[config.mk]
export PLATFORM = sky130hd
export DESIGN_NAME = m_trap_csr_unit
export DESIGN_NICKNAME = d
export VERILOG_FILES = /design/src/rtl/m_trap_csr_unit_pkg.sv /design/src/rtl/m_trap_csr_unit_irq_sync.sv /design/src/rtl/m_trap_csr_unit.sv
export SDC_FILE = /design/constraint.sdc
export NUM_CORES = 1
export LEC_CHECK = 0
export CAP_MARGIN = 10
export CORE_ASPECT_RATIO = 1.5
export CORE_UTILIZATION = 40
export CTS_BUF_LIST = sky130_fd_sc_hd__clkbuf_8 sky130_fd_sc_hd__clkbuf_16
export CTS_CLUSTER_SIZE = 12
export DETAILED_ROUTE_END_ITERATION = 6
export HOLD_SLACK_MARGIN = 0.1
export SYNTH_ARGS = -nofsm -noshare
export SYNTH_HDL_FRONTEND = slang
export SYNTH_SLANG_ARGS = --single-unit
[constraint.sdc]
create_clock -name clk -period 2.8 [get_ports clk]
set_input_delay 0.84 -clock clk [delete_from_list [all_inputs] [get_ports clk]]
set_output_delay 0.84 -clock clk [all_outputs]
set_load 0.02 [all_outputs]
[src/rtl/m_trap_csr_unit_pkg.sv]
// Shared definitions for the machine-mode CSR file and trap controller:
// CSR addresses, cause codes, SYSTEM instruction kinds and mstatus bit positions.
package m_trap_csr_unit_pkg;

    localparam logic [11:0] CSR_MSTATUS  = 12'h300;
    localparam logic [11:0] CSR_MIE      = 12'h304;
    localparam logic [11:0] CSR_MTVEC    = 12'h305;
    localparam logic [11:0] CSR_MSCRATCH = 12'h340;
    localparam logic [11:0] CSR_MEPC     = 12'h341;
    localparam logic [11:0] CSR_MCAUSE   = 12'h342;
    localparam logic [11:0] CSR_MTVAL    = 12'h343;
    localparam logic [11:0] CSR_MIP      = 12'h344;
    localparam logic [11:0] CSR_MCYCLE   = 12'hB00;
    localparam logic [11:0] CSR_MCYCLEH  = 12'hB80;

    localparam logic [31:0] CAUSE_ECALL_M    = 32'd11;
    localparam logic [31:0] CAUSE_BREAKPOINT = 32'd3;
    localparam logic [31:0] CAUSE_IRQ_FLAG   = 32'h8000_0000;

    // External interrupt lines occupy mip/mie from this bit upwards
    localparam int unsigned IRQ_BIT_BASE     = 16;
    localparam int unsigned MSTATUS_MIE_BIT  = 3;
    localparam int unsigned MSTATUS_MPIE_BIT = 7;

    typedef enum logic [1:0] {
        SYS_ECALL  = 2'd0,
        SYS_EBREAK = 2'd1,
        SYS_MRET   = 2'd2
    } sys_kind_e;

    // Decoded CSR operation, immediate and register forms collapse together
    typedef enum logic [1:0] {
        CSR_NOP = 2'd0,
        CSR_RW  = 2'd1,
        CSR_RS  = 2'd2,
        CSR_RC  = 2'd3
    } csr_op_e;

    // New CSR value for a read-modify-write operation
    function automatic logic [31:0] csr_apply(csr_op_e op, logic [31:0] old_val,
                                              logic [31:0] src);
        logic [31:0] res;
        case (op)
            CSR_RW:  res = src;
            CSR_RS:  res = old_val | src;
            CSR_RC:  res = old_val & ~src;
            default: res = old_val;
        endcase
        return res;
    endfunction

endpackage

[src/rtl/m_trap_csr_unit_irq_sync.sv]
// Multi-flop synchroniser for the asynchronous, level-sensitive interrupt lines.
module m_trap_csr_unit_irq_sync
    import m_trap_csr_unit_pkg::*;
#(
    parameter int unsigned NUM_IRQ     = 4,
    parameter int unsigned SYNC_STAGES = 2
) (
    input  logic               clk,
    input  logic               rst_n,
    input  logic [NUM_IRQ-1:0] i_irq,
    output logic [NUM_IRQ-1:0] o_irq_sync
);

    logic [NUM_IRQ-1:0] r_sync [SYNC_STAGES];

    // Shift each line through the flop chain
    always_ff @(posedge clk or negedge rst_n) begin
        if (!rst_n) begin
            for (int s = 0; s < SYNC_STAGES; s++) begin
                r_sync[s] <= '0;
            end
        end else begin
            r_sync[0] <= i_irq;
            for (int s = 1; s < SYNC_STAGES; s++) begin
                r_sync[s] <= r_sync[s-1];
            end
        end
    end

    assign o_irq_sync = r_sync[SYNC_STAGES-1];

endmodule

[src/rtl/m_trap_csr_unit.sv]
// Machine-mode CSR file and trap controller. Resolves one event per cycle
// (exception > ECALL/EBREAK > MRET > interrupt > CSR write) and issues a
// single registered redirect to fetch.
module m_trap_csr_unit
    import m_trap_csr_unit_pkg::*;
#(
    parameter int unsigned    XLEN        = 32,
    parameter int unsigned    NUM_IRQ     = 4,
    parameter logic [31:0]    RESET_MTVEC = 32'h4,
    parameter int unsigned    SYNC_STAGES = 2
) (
    input  logic               clk,
    input  logic               rst_n,
    input  logic               i_csr_valid,
    input  logic [2:0]         i_csr_op,
    input  logic [11:0]        i_csr_addr,
    input  logic [XLEN-1:0]    i_csr_src,
    input  logic               i_csr_src_zero,
    input  logic               i_sys_valid,
    input  logic [1:0]         i_sys_kind,
    input  logic               i_exc_valid,
    input  logic [3:0]         i_exc_cause,
    input  logic [XLEN-1:0]    i_exc_tval,
    input  logic [XLEN-1:0]    i_pc_ex,
    input  logic [NUM_IRQ-1:0] i_irq,
    output logic               o_csr_rd_en,
    output logic [XLEN-1:0]    o_csr_rd_dat,
    output logic               o_csr_illegal,
    output logic               o_trap_take,
    output logic [XLEN-1:0]    o_trap_target,
    output logic               o_trap_is_mret
);

    if (XLEN != 32) begin : g_bad_xlen
        $error("m_trap_csr_unit supports XLEN == 32 only");
    end
    if (NUM_IRQ < 1 || NUM_IRQ > 16) begin : g_bad_num_irq
        $error("m_trap_csr_unit supports NUM_IRQ in 1..16");
    end
    if (SYNC_STAGES < 1) begin : g_bad_sync
        $error("m_trap_csr_unit needs SYNC_STAGES >= 1");
    end

    // Architectural state
    logic               r_mst_mie;
    logic               r_mst_mpie;
    logic [NUM_IRQ-1:0] r_mie_irq;
    logic [XLEN-1:0]    r_mtvec;
    logic [XLEN-1:0]    r_mscratch;
    logic [XLEN-1:0]    r_mepc;
    logic [XLEN-1:0]    r_mcause;
    logic [XLEN-1:0]    r_mtval;
    logic [63:0]        r_mcycle;

    // Output registers
    logic               r_csr_rd_en;
    logic [XLEN-1:0]    r_csr_rd_dat;
    logic               r_csr_illegal;
    logic               r_trap_take;
    logic [XLEN-1:0]    r_trap_target;
    logic               r_trap_is_mret;

    logic [NUM_IRQ-1:0] w_irq_sync;
    logic [XLEN-1:0]    w_mip;
    logic [XLEN-1:0]    w_mie;
    logic [XLEN-1:0]    w_mstatus;
    logic [XLEN-1:0]    w_rdata;
    logic [XLEN-1:0]    w_wdata;
    logic               w_legal;
    csr_op_e            w_op;
    logic               w_op_wr;
    logic               w_csr_we;
    logic [NUM_IRQ-1:0] w_pend;
    logic               w_irq_req;
    logic [3:0]         w_irq_idx;
    logic [4:0]         w_irq_num;
    logic               w_sys_trap;
    logic               w_mret;
    logic               w_irq_take;
    logic               w_trap;
    logic [XLEN-1:0]    w_cause;
    logic [XLEN-1:0]    w_tval;
    logic [XLEN-1:0]    w_base;
    logic [XLEN-1:0]    w_target;

    m_trap_csr_unit_irq_sync #(
        .NUM_IRQ     (NUM_IRQ),
        .SYNC_STAGES (SYNC_STAGES)
    ) u_irq_sync (
        .clk        (clk),
        .rst_n      (rst_n),
        .i_irq      (i_irq),
        .o_irq_sync (w_irq_sync)
    );

    // CSR read mux and operation decode
    always_comb begin
        w_mip = '0;
        w_mip[IRQ_BIT_BASE +: NUM_IRQ] = w_irq_sync;
        w_mie = '0;
        w_mie[IRQ_BIT_BASE +: NUM_IRQ] = r_mie_irq;
        w_mstatus = '0;
        w_mstatus[MSTATUS_MIE_BIT]  = r_mst_mie;
        w_mstatus[MSTATUS_MPIE_BIT] = r_mst_mpie;

        w_legal = 1'b1;
        case (i_csr_addr)
            CSR_MSTATUS:  w_rdata = w_mstatus;
            CSR_MIE:      w_rdata = w_mie;
            CSR_MTVEC:    w_rdata = r_mtvec;
            CSR_MSCRATCH: w_rdata = r_mscratch;
            CSR_MEPC:     w_rdata = r_mepc;
            CSR_MCAUSE:   w_rdata = r_mcause;
            CSR_MTVAL:    w_rdata = r_mtval;
            CSR_MIP:      w_rdata = w_mip;
            CSR_MCYCLE:   w_rdata = r_mcycle[31:0];
            CSR_MCYCLEH:  w_rdata = r_mcycle[63:32];
            default: begin
                w_rdata = '0;
                w_legal = 1'b0;
            end
        endcase

        case (i_csr_op)
            3'd1, 3'd5: w_op = CSR_RW;
            3'd2, 3'd6: w_op = CSR_RS;
            3'd3, 3'd7: w_op = CSR_RC;
            default:    w_op = CSR_NOP;
        endcase
        // Set/clear with a zero source index is a pure read
        w_op_wr = (w_op == CSR_RW) || ((w_op == CSR_RS || w_op == CSR_RC) && !i_csr_src_zero);
        w_wdata = csr_apply(w_op, w_rdata, i_csr_src);
    end

    // Interrupt selection (lowest index wins) and event prioritisation
    always_comb begin
        w_pend    = w_irq_sync & r_mie_irq;
        // No interrupt in the cycle right after a redirect
        w_irq_req = r_mst_mie & (|w_pend) & ~r_trap_take;
        w_irq_idx = '0;
        for (int i = NUM_IRQ - 1; i >= 0; i--) begin
            if (w_pend[i]) begin
                w_irq_idx = 4'(i);
            end
        end
        w_irq_num = 5'(IRQ_BIT_BASE) + {1'b0, w_irq_idx};

        w_sys_trap = i_sys_valid && (i_sys_kind == SYS_ECALL || i_sys_kind == SYS_EBREAK);
        w_mret     = i_sys_valid && (i_sys_kind == SYS_MRET) && !i_exc_valid;
        w_irq_take = w_irq_req && !i_exc_valid && !w_sys_trap && !w_mret;
        w_trap     = i_exc_valid || w_sys_trap || w_irq_take;
        w_csr_we   = i_csr_valid && w_legal && w_op_wr && !w_trap && !w_mret;

        if (i_exc_valid) begin
            w_cause = {{(XLEN-4){1'b0}}, i_exc_cause};
            w_tval  = i_exc_tval;
        end else if (w_sys_trap && i_sys_kind == SYS_ECALL) begin
            w_cause = CAUSE_ECALL_M;
            w_tval  = '0;
        end else if (w_sys_trap) begin
            w_cause = CAUSE_BREAKPOINT;
            w_tval  = i_pc_ex;
        end else begin
            w_cause = CAUSE_IRQ_FLAG | XLEN'(w_irq_num);
            w_tval  = '0;
        end

        w_base = {r_mtvec[XLEN-1:2], 2'b00};
        if (w_irq_take && r_mtvec[1:0] == 2'b01) begin
            w_target = w_base + {{(XLEN-7){1'b0}}, w_irq_num, 2'b00};
        end else begin
            w_target = w_base;
        end
    end

    // CSR state: trap entry and MRET take precedence over software writes
    always_ff @(posedge clk or negedge rst_n) begin
        if (!rst_n) begin
            r_mst_mie  <= 1'b0;
            r_mst_mpie <= 1'b0;
            r_mie_irq  <= '0;
            r_mtvec    <= RESET_MTVEC;
            r_mscratch <= '0;
            r_mepc     <= '0;
            r_mcause   <= '0;
            r_mtval    <= '0;
        end else if (w_trap) begin
            r_mepc     <= {i_pc_ex[XLEN-1:2], 2'b00};
            r_mcause   <= w_cause;
            r_mtval    <= w_tval;
            r_mst_mpie <= r_mst_mie;
            r_mst_mie  <= 1'b0;
        end else if (w_mret) begin
            r_mst_mie  <= r_mst_mpie;
            r_mst_mpie <= 1'b1;
        end else if (w_csr_we) begin
            case (i_csr_addr)
                CSR_MSTATUS: begin
                    r_mst_mie  <= w_wdata[MSTATUS_MIE_BIT];
                    r_mst_mpie <= w_wdata[MSTATUS_MPIE_BIT];
                end
                CSR_MIE:      r_mie_irq  <= w_wdata[IRQ_BIT_BASE +: NUM_IRQ];
                CSR_MTVEC:    r_mtvec    <= w_wdata;
                CSR_MSCRATCH: r_mscratch <= w_wdata;
                CSR_MEPC:     r_mepc     <= {w_wdata[XLEN-1:2], 2'b00};
                CSR_MCAUSE:   r_mcause   <= w_wdata;
                CSR_MTVAL:    r_mtval    <= w_wdata;
                default: ;
            endcase
        end
    end

    // Free-running cycle counter; a write to either half replaces the increment
    always_ff @(posedge clk or negedge rst_n) begin
        if (!rst_n) begin
            r_mcycle <= '0;
        end else if (w_csr_we && i_csr_addr == CSR_MCYCLE) begin
            r_mcycle[31:0] <= w_wdata;
        end else if (w_csr_we && i_csr_addr == CSR_MCYCLEH) begin
            r_mcycle[63:32] <= w_wdata;
        end else begin
            r_mcycle <= r_mcycle + 64'd1;
        end
    end

    // Registered read-back and redirect outputs
    always_ff @(posedge clk or negedge rst_n) begin
        if (!rst_n) begin
            r_csr_rd_en    <= 1'b0;
            r_csr_rd_dat   <= '0;
            r_csr_illegal  <= 1'b0;
            r_trap_take    <= 1'b0;
            r_trap_target  <= '0;
            r_trap_is_mret <= 1'b0;
        end else begin
            r_csr_rd_en    <= i_csr_valid;
            r_csr_rd_dat   <= i_csr_valid ? w_rdata : '0;
            r_csr_illegal  <= i_csr_valid && !w_legal;
            r_trap_take    <= w_trap || w_mret;
            r_trap_target  <= w_trap ? w_target : (w_mret ? r_mepc : '0);
            r_trap_is_mret <= w_mret;
        end
    end

    assign o_csr_rd_en    = r_csr_rd_en;
    assign o_csr_rd_dat   = r_csr_rd_dat;
    assign o_csr_illegal  = r_csr_illegal;
    assign o_trap_take    = r_trap_take;
    assign o_trap_target  = r_trap_target;
    assign o_trap_is_mret = r_trap_is_mret;

endmodule

==> results.txt <==
The flow ran to the end, but the final reports show violations. The checks that failed: negative setup slack. The effective utilization at floorplan is 0.408. The pin count of the biggest net entering global routing is 61. The average wire length per cell after detail routing came out at ~28 µm. The share of synthesized registers carrying an async set or reset came out at 1.00. The total grt overflow came out at 0. The highest clock frequency the design can meet is 0.353 GHz.

The data arrival time of the critical path is 3270 ps. The total iterations of the first detailed-routing run came out at 6. The first-pass GRT wire length came out at 127000 µm.

TritonCTS built the clock tree. The post-cts hold buffer count came out at 0. The average cell area after synthesis came out at 9.00 µm².

The slack of the worst reg-to-reg path came out at 30 ps. Across all setup checks in the final design, the least slack found is -29.9 ps. The number of cells on the worst reg-to-reg path is 15.

In this run, the number of DRC markers left after iteration 0 of detailed routing was between 2000 and 2500. The post-synthesis cell type count came out at 89. The vertical die dimension is between 200 and 300 µm.

The maximum root-to-sink buffer count came out at 3. The number of antenna diodes in the final layout is 0. The kind of start point of the critical path is an input port.

The combined area of all synthesized cells came out at 17600 µm². Along the worst path, the maximum fanout reaches 6. The final number of max-transition violations is 0.

The width of the chip is 173 µm. The initial antenna violation count was 0. The number of violations of the max-capacitance limit is 0.

TritonCTS created 34 clock buffers. The area of the die is 44900 µm². Buffers placed on the I/O ports in this run total 191. The kind of critical path is input port to flop. The final layout contains routed wiring with a total length of 86300 µm. The total leakage power is 10.8 nW. The total clock sinks came out at roughly 300. The final clock skew came out at 15.4 ps. The global-route total usage across every layer came out at 0.380. The required arrival time at the worst endpoint came out at 3240 ps. For this run, the leading register cell type out of synthesis is dfrtp_1.

The HPWL after detailed placement is 65200 µm. The worst hold margin is 254 ps. Across the VDD grid, the largest voltage drop is 0.000351 V. The insertion delay of the later-clocked pin in the worst-skew pair is 540 ps. The clock tree root driver cell is clkbuf_16.

The total negative slack for setup checks is -29.9 ps. The pin slew with the least headroom to its limit is 743 ps. Counting flops with a built-in enable in the synthesized netlist gives 0. From synthesis to final layout, the design area changed by 45.8%. Measured on the finished design, the core utilization comes to 0.595. The weighted congestion at the end of routability-driven global placement came out at 1.04. Dividing the detail-routed via count by the number of cells gives between 6 and 7. The number of warning messages in the yosys log is 0. The synthesized netlist cell count came out at 1957. In this run the number of H-tree levels came out at 2. The classification of the worst-slack hold path is input port to async pin.

The number of hold violations in the final report came out at 0. The number of global-route vias before repair is 19600. The count of endpoints failing setup in the final report came out at 1. Measured against its own limit, the worst slew margin works out to 0.505. In the finished design, the share of the clock period the worst path needs comes to 1.01. The total core area is 43200 µm².

The fraction of layout instances using a drive strength above 1 came out at 0.286. The synthesized flop and latch total came out at roughly 300. The startpoint identified for the worst register-to-register timing path is u_irq_sync.o_irq_sync[1].

The share of the Yosys chip area taken by registers is 0.429. 195 I/O pins were placed. The total power of the final layout is 0.0112 W. Setup repair after global routing could not meet its margin everywhere.

The total power per unit cell area is 437 nW/µm². The smallest clock period supported by the final layout is computed as between 2000 and 3000 ps. The worst setup path is captured at a flop.

The total number of placement rows came out at 93. The via count came out at 19600. The reg-to-reg critical path endpoint is o_trap_target[24]. After clock tree synthesis, the clock-pin slew on the worst setup and hold paths is around 60 ps. The count of nets left with antenna violations once routing finished came out at 0. The number of remaining DRC errors came out at 0. The total placed instance area came out at about 23000 µm². The finished cells cover 25700 µm². The net count reported at finish came out at between 2000 and 3000.
layer usage:
| metal | vias to the layer above | GRT usage | part of all wire | routed length [µm] |
|---|---|---|---|---|
| met2 | 1143 | 0.619 | 0.47 | 40400 |
| li1 | 8488 | - | - | - |
| met1 | 9586 | 0.448 | 0.37 | 31500 |
| met3 | 346 | 0.0662 | 0.079 | 6780 |
| met5 | - | 0 | 0 | 0 |
| met4 | 0 | 0.293 | 0.088 | 7550 |
sequential cells by signal (all words and copies together) (netlist names):
signal,count
r_mtvec,32
r_mepc,30
u_irq_sync.r_sync,4
o_trap_is_mret,1
o_trap_target,30
r_mst_mie,1
r_mcycle,64
o_csr_rd_en,1
u_irq_sync.o_irq_sync,4
o_csr_rd_dat,32
r_mcause,32
r_mscratch,32
r_mst_mpie,1
o_csr_illegal,1
r_mie_irq,4
r_mtval,32
o_trap_take,1
Yosys cell counts, drive strengths merged (35+ instances only):
library cell	count	area, µm²
a211oi	43	363
a21oi	115	576
a31oi	43	269
buf	63	345
clkbuf	95	357
dfrtp	301	7530
mux2i	42	420
nand2	282	1060
nand3	119	596
nor2	61	239
nor3	41	220
o211ai	35	263
o21ai	199	1010
kinds of logic (layout without fill, tap and decap cells):
group,count (synthesis),after routing,share of synthesized area
DFF,302,302,0.429
muxes,74,74,0.0443
AOI/OAI and AO/OA,654,654,0.252
xor gates and xnor gates,42,42,0.0209
other,1,2,0.000213
and+or+nand+nor,700,700,0.205
buffers and inverters,180,739,0.0446
adders and majority gates,4,4,0.00327
metrics by stage:
| step | setup WS, ps | instances |
|---|---|---|
| 2_1_floorplan | -26.5 | 1958 |
| 3_3_place_gp | -945 | 2983 |
| 3_5_place_dp | -999 | 2983 |
| 4_1_cts | -45.3 | 3070 |
| 5_1_grt | -95.9 | 3087 |
| 6_report | -29.9 | 3087 |
final cells by class:
type                    instances  area, µm²
fillers                      3738      17500
clock inverters                16        200
well taps                     570        713
multi-input cells            1476      10100
clock buffers                  40        945
inverters                      22       82.6
flip-flops and latches        302       7560
repair buffers                661       6080
where the power goes:
group | leakage, nW | switching [W] | internal, W | total [W]
sequential | 3.87 | 0.000195 | 0.00453 | 0.00473
combinational | 6.38 | 0.000989 | 0.000727 | 0.00172
clock | 0.591 | 0.00191 | 0.00285 | 0.00476
worst max path at each step:
stage | slack (ps) | cells past startpoint | endpoint | start
6_report | -30 | 10 | r_mcycle[60] | i_csr_addr[11]
3_5_place_dp | -1000 | 7 | r_mscratch[2] | i_csr_addr[1]
2_1_floorplan | -30 | 10 | r_mepc[30] | i_csr_op[0]
3_3_place_gp | -950 | 7 | r_mscratch[2] | i_csr_addr[1]
4_1_cts | -50 | 10 | r_mcycle[62] | i_csr_addr[4]
5_1_grt | -100 | 15 | o_trap_target[24] | u_irq_sync.o_irq_sync[1]
cells in the final DEF (no fill, tap or decap), drive strengths merged, types with 26 or more instances in the layout:
cell type / instances
inv: 26
o21ai: 199
buf: 475
and3: 30
nor4: 32
nor3: 41
o211ai: 35
dfrtp: 301
clkbuf: 45
mux2: 32
nand3: 119
nand4: 32
clkdlybuf4s50: 176
a211oi: 43
mux2i: 42
a31oi: 43
nor2: 61
a21oi: 115
nand2: 282
timing repair:
item	CTS	global route
resized for setup	97	97
buffers inserted	34	15
pin swaps	44	50
setup endpoints to repair	260	198
hold endpoints to repair	0	0
gates cloned	2	2
worst max-delay path: stages:
cell,delay [ps]
dlygate4sd2_1,240
or4_4,620
nor4_4,400
buf_6,200
a222oi_1,140
buf_4,180
a21oi_4,170
a211oi_4,60
buf_4,180
a221oi_2,230
Power figures use the tool's default switching activity.
